`config.mk`:
```
export PLATFORM = sky130hd
export DESIGN_NAME = debug_hex_mux
export DESIGN_NICKNAME = d
export VERILOG_FILES = /design/src/rtl/debug_disp_pkg.sv /design/src/rtl/dwell_timer.sv /design/src/rtl/debug_hex_mux.sv
export SDC_FILE = /design/constraint.sdc
export NUM_CORES = 1
export LEC_CHECK = 0
export ABC_CLOCK_PERIOD_IN_PS = 3390
export CELL_PAD_IN_SITES_DETAIL_PLACEMENT = 0
export CELL_PAD_IN_SITES_GLOBAL_PLACEMENT = 1
export CORE_ASPECT_RATIO = 0.9
export CORE_MARGIN = 5
export CORE_UTILIZATION = 42
export DETAILED_ROUTE_END_ITERATION = 8
export PLACE_DENSITY = 0.86
export SLEW_MARGIN = 20
export SYNTH_ARGS = -nofsm -noshare
export SYNTH_HDL_FRONTEND = slang
export SYNTH_SLANG_ARGS = --single-unit
```
`constraint.sdc`:
```
create_clock -name Clk -period 3.39 [get_ports Clk]
set_input_delay 0.339 -clock Clk [delete_from_list [all_inputs] [get_ports Clk]]
set_output_delay 0.339 -clock Clk [all_outputs]
set_load 0.005 [all_outputs]
```
`src/rtl/debug_disp_pkg.sv`:
```
// Shared constants for the processor-board debug display: probe channel map
// and the packing helper for the PC/state probe word.
package debug_disp_pkg;

  localparam int CH_PC_STATE   = 0;
  localparam int CH_ALU_A      = 1;
  localparam int CH_ALU_B      = 2;
  localparam int CH_ALU_OUT    = 3;
  localparam int CH_NEXT_STATE = 4;

  // Keeps the high PC bits and the low PC nibble on separate hex digits, and
  // puts the FSM state on the rightmost digit.
  function automatic logic [15:0] pack_pc_state(input logic [6:0] pc, input logic [3:0] state);
    return {1'b0, pc[6:4], pc[3:0], 4'h0, state};
  endfunction

endpackage

```
`src/rtl/dwell_timer.sv`:
```
// Auto-scroll dwell counter: counts 0..DWELL-1 while enabled and pulses Step
// for one cycle on the wrap cycle. It is held at 0 whenever it is disabled.
module dwell_timer #(
  parameter int DWELL = 50_000_000
) (
  input  logic Clk,
  input  logic ResetN,
  input  logic En,
  output logic Step
);

  localparam int CNT_W = (DWELL > 1) ? $clog2(DWELL) : 1;

  logic [CNT_W-1:0] dwell_cnt;
  logic             at_end;

  assign at_end = (dwell_cnt == CNT_W'(DWELL - 1));
  assign Step   = En & at_end;

  always_ff @(posedge Clk) begin
    if (!ResetN || !En) begin
      dwell_cnt <= '0;
    end else if (at_end) begin
      dwell_cnt <= '0;
    end else begin
      dwell_cnt <= dwell_cnt + 1'b1;
    end
  end

endmodule

```
`src/rtl/debug_hex_mux.sv`:
```
// Registered debug-display selector. The shown channel comes from the
// switches or from the dwell timer, and Freeze toggles a snapshot of all probes.
module debug_hex_mux
  import debug_disp_pkg::*;
#(
  parameter int  NUM_CH     = 5,
  parameter int  DATA_W     = 16,
  parameter int  NUM_DIGITS = 4,
  parameter int  DWELL      = 50_000_000,
  localparam int IDX_W      = $clog2(NUM_CH)
) (
  input  logic                     Clk,
  input  logic                     ResetN,
  input  logic [IDX_W-1:0]         Sw,
  input  logic                     AutoMode,
  input  logic                     Freeze,
  input  logic [NUM_CH*DATA_W-1:0] Probe,
  output logic [4*NUM_DIGITS-1:0]  Hex,
  output logic [IDX_W-1:0]         ChIdx,
  output logic                     Frozen,
  output logic                     Valid
);

  localparam int HEX_W = 4 * NUM_DIGITS;

  logic [IDX_W-1:0]  idx;
  logic              freeze_q;
  logic              frozen_q;
  logic [DATA_W-1:0] snap [NUM_CH];
  logic [HEX_W-1:0]  hex_q;
  logic              valid_q;
  logic              step;
  logic              rise;
  logic              idx_ok;
  logic              idx_last;
  logic [HEX_W-1:0]  src_word;

  dwell_timer #(.DWELL(DWELL)) u_dwell (
    .Clk   (Clk),
    .ResetN(ResetN),
    .En    (AutoMode),
    .Step  (step)
  );

  // Compare one bit wider so a power-of-two NUM_CH does not truncate to 0.
  assign idx_ok   = ({1'b0, idx} <  (IDX_W + 1)'(NUM_CH));
  assign idx_last = ({1'b0, idx} >= (IDX_W + 1)'(NUM_CH - 1));
  assign rise     = Freeze & ~freeze_q;

  always_comb begin
    src_word = '0;
    for (int c = 0; c < NUM_CH; c++) begin
      if (idx == IDX_W'(c)) begin
        src_word[DATA_W-1:0] = frozen_q ? snap[c] : Probe[c*DATA_W +: DATA_W];
      end
    end
  end

  always_ff @(posedge Clk) begin
    if (!ResetN) begin
      idx      <= '0;
      freeze_q <= 1'b0;
      frozen_q <= 1'b0;
      hex_q    <= '0;
      valid_q  <= 1'b0;
      for (int c = 0; c < NUM_CH; c++) snap[c] <= '0;
    end else begin
      freeze_q <= Freeze;

      if (!AutoMode) begin
        idx <= Sw;
      end else if (step) begin
        idx <= idx_last ? '0 : idx + 1'b1;
      end

      // Snapshot and index stepping are independent and may share an edge.
      if (rise) begin
        if (!frozen_q) begin
          for (int c = 0; c < NUM_CH; c++) snap[c] <= Probe[c*DATA_W +: DATA_W];
          frozen_q <= 1'b1;
        end else begin
          frozen_q <= 1'b0;
        end
      end

      hex_q   <= idx_ok ? src_word : '0;
      valid_q <= idx_ok;
    end
  end

  assign Hex    = hex_q;
  assign ChIdx  = idx;
  assign Frozen = frozen_q;
  assign Valid  = valid_q;

endmodule

```
==> metrics.cfg <==
[setup_path]
cp-end-kind=register
worst_setup_path_start_kind=register
worstPathArrival_ns=2.61
critPathMaxFanout=16
worst-endpoint-required_ns=3.69
critical_path_class=reg -> reg

[finish]
fin_cells=866
final_nets=747
area_growth_pct=29.1
final_common_cell=clkdlybuf4s50_1
fin_area_um2=8110
drive_gt1_share_pct=10.5
diodes=0
fin_util_pct=55.1
final_cell_mix=clkdlybuf4s50_1, and2_1, edfxtp_1

[sta]
finalSetupViolCount=0
report.final.slew_viol_count=0
hold_viol=0
period_needed_ns=2.31
final.setup.tns_ns=0
clock.fmax_mhz=433
rsz0062_at_grt=false
skew_ns=0.00619
worstMarginPinSlew_ns=1.04
finalCritPeriodShare_pct=68.2
relSlewSlack_pct=30.6

[grt]
grt_start_max_net_pins=81
grt_pass1_wl_um=24300
grt_pass1_vias=4491
grt_antenna_before_repair=0
grt_use_total_pct=17.5
gr-total-overflow=0

[cts]
cts_setup_buffers=0
cts_max_level=4
clock-sinks=128
cts_tree=built
clk_latency_ns=0.42
numCtsBuffers=17
clockBufferDepth=2
cts.hold.buffers_added=0
clk_pin_slew_ns=0.06
cts_resized=0
root_buffer=clkbuf_16

[floorplanning]
die_w_um=139
design.core.area_um2=14700
dieArea_um2=17500
die_y_um=126
fp-row-count=42
io_pins=108
initial_core_util_pct=42.7

[min_path]
hold_path.class=reg -> reg

[yosys]
syn_area_um2=6280
netlist_instances=561
synth-seq-cells=128
synth.avg_cell_area_um2=11.2
synth-edff-count=80
yosys.cell_types.count=49
yosysSeqAreaShare_pct=53.6
async_reset_ff_share_pct=0
syn-num-nets=653
yosys_warnings=0
synth_ff_type=edfxtp_1

[outcome]
outcome=complete, no violations

[pwr]
internal-power_mw=3.09
swShare_pct=24.0
p_per_area_nw_per_um2=501
combPwrFrac_pct=12.5
p_leak_nw=2.81
fin_total_pwr_mw=4.07
clkPwrFrac_pct=42.8
seqPwrFrac_pct=44.7
ir_worst_vdd_uv=378
switchingPower_uw=976

[placement]
io_buffers=107
dpl.hpwl_um=10500
placed_area_um2=7540
placed_cells=834
globalplace.congestion=0.811

[drt]
route.detailed.drc=0
wirelength_um=15400
wl_per_cell_um=17.7
vias=4707
antenna_left=0
drtIter0Drc=378
viasPerCell=5.44
drt_pass1_iterations=4

[run]
max_cap_violations=0

-- stage by stage --
| step | hold slack, ns | worst slack [ns] |
|---|---|---|
| 2_1_floorplan | 0.442 | 0.378 |
| 3_3_place_gp | 0.459 | 0.997 |
| 3_5_place_dp | 0.472 | 0.959 |
| 4_1_cts | 0.483 | 1.10 |
| 5_1_grt | 0.494 | 0.944 |
| 6_report | 0.482 | 1.08 |
-- registers in the layout, indices dropped and copies added, names as in the netlist --
name / flops
Valid: 1
snap: 80
Frozen: 1
u_dwell.dwell_cnt: 26
freeze_q: 1
Hex: 16
ChIdx: 3
-- routing by layer --
layer | vias up | wire (um) | global-route usage (%)
li1 | 2281 | - | -
met1 | 2263 | 7330 | 25.3
met2 | 143 | 6830 | 25.1
met3 | 20 | 939 | 4.51
met4 | 0 | 269 | 6.85
met5 | - | 0 | 0
-- worst paths after layout --
kind	from	cells after the start	to	slack, ns
max reg2reg	ChIdx[1]	6	Hex[1]	1.08
min reg2reg	u_dwell.dwell_cnt[0]	1	u_dwell.dwell_cnt[0]	0.48
max	ChIdx[1]	6	Hex[1]	1.08
min	u_dwell.dwell_cnt[0]	1	u_dwell.dwell_cnt[0]	0.48
-- synthesized netlist by cell type, types with 3 or more instances --
cell      instances  area [um2]
nor3_1            6        30.0
nand4_1           8        50.1
xnor2_1           9        78.8
or4_1             8        60.1
or3_1             6        37.5
o22ai_1          16         100
mux2_2           16         180
xor2_1            3        26.3
mux2i_1          64         641
and2_1           81         507
dfxtp_1          48         961
nor4b_1           3        26.3
a221oi_1         15         131
edfxtp_1         80        2400
nand2_1           9        33.8
nand3_1          10        50.1
clkbuf_1         28         105
inv_1            13        48.8
buf_1             5        18.8
nor2_1           15        56.3
nor4_1            3        18.8
o31ai_1           5        37.5
a21oi_1          44         220
buf_2             6        30.0
o21ai_0          27         135
ha_1              5        62.6
-- power groups by stage --
stage	Clock, mW	Combinational, mW	Sequential [mW]
2_1_floorplan	0	0.265	1.83
3_3_place_gp	0	0.498	1.85
3_5_place_dp	0	0.508	1.85
4_1_cts	1.76	0.510	1.82
5_1_grt	1.83	0.550	1.83
6_report	1.74	0.509	1.82
-- cell families after synthesis --
kind of cell	Yosys count	synth area share, %
simple gates	165	16.0
xor+xnor	12	1.67
compound gates	117	11.2
flops	128	53.6
fa+ha+maj	5	0.996
buf+inv	54	3.49
mux	80	13.1
-- worst max-delay path, cell delays in order (launching register included) --
cell and delay (ns):
dfxtp_1 0.44, inv_1 0.10, ha_1 0.22, or3b_2 0.65, o22ai_1 0.24, o21ai_0 0.19
a221oi_1 0.35
-- area by class of cell --
cell class,instances,area [um2]
well taps,198,248
multi-input cells,379,2720
inverters,13,48.8
repair buffers,116,1160
fillers,1248,6600
flip-flops and latches,128,3370
clock buffers,20,457
clock inverters,12,111
Note: power is estimated with default switching activity, not from simulation.
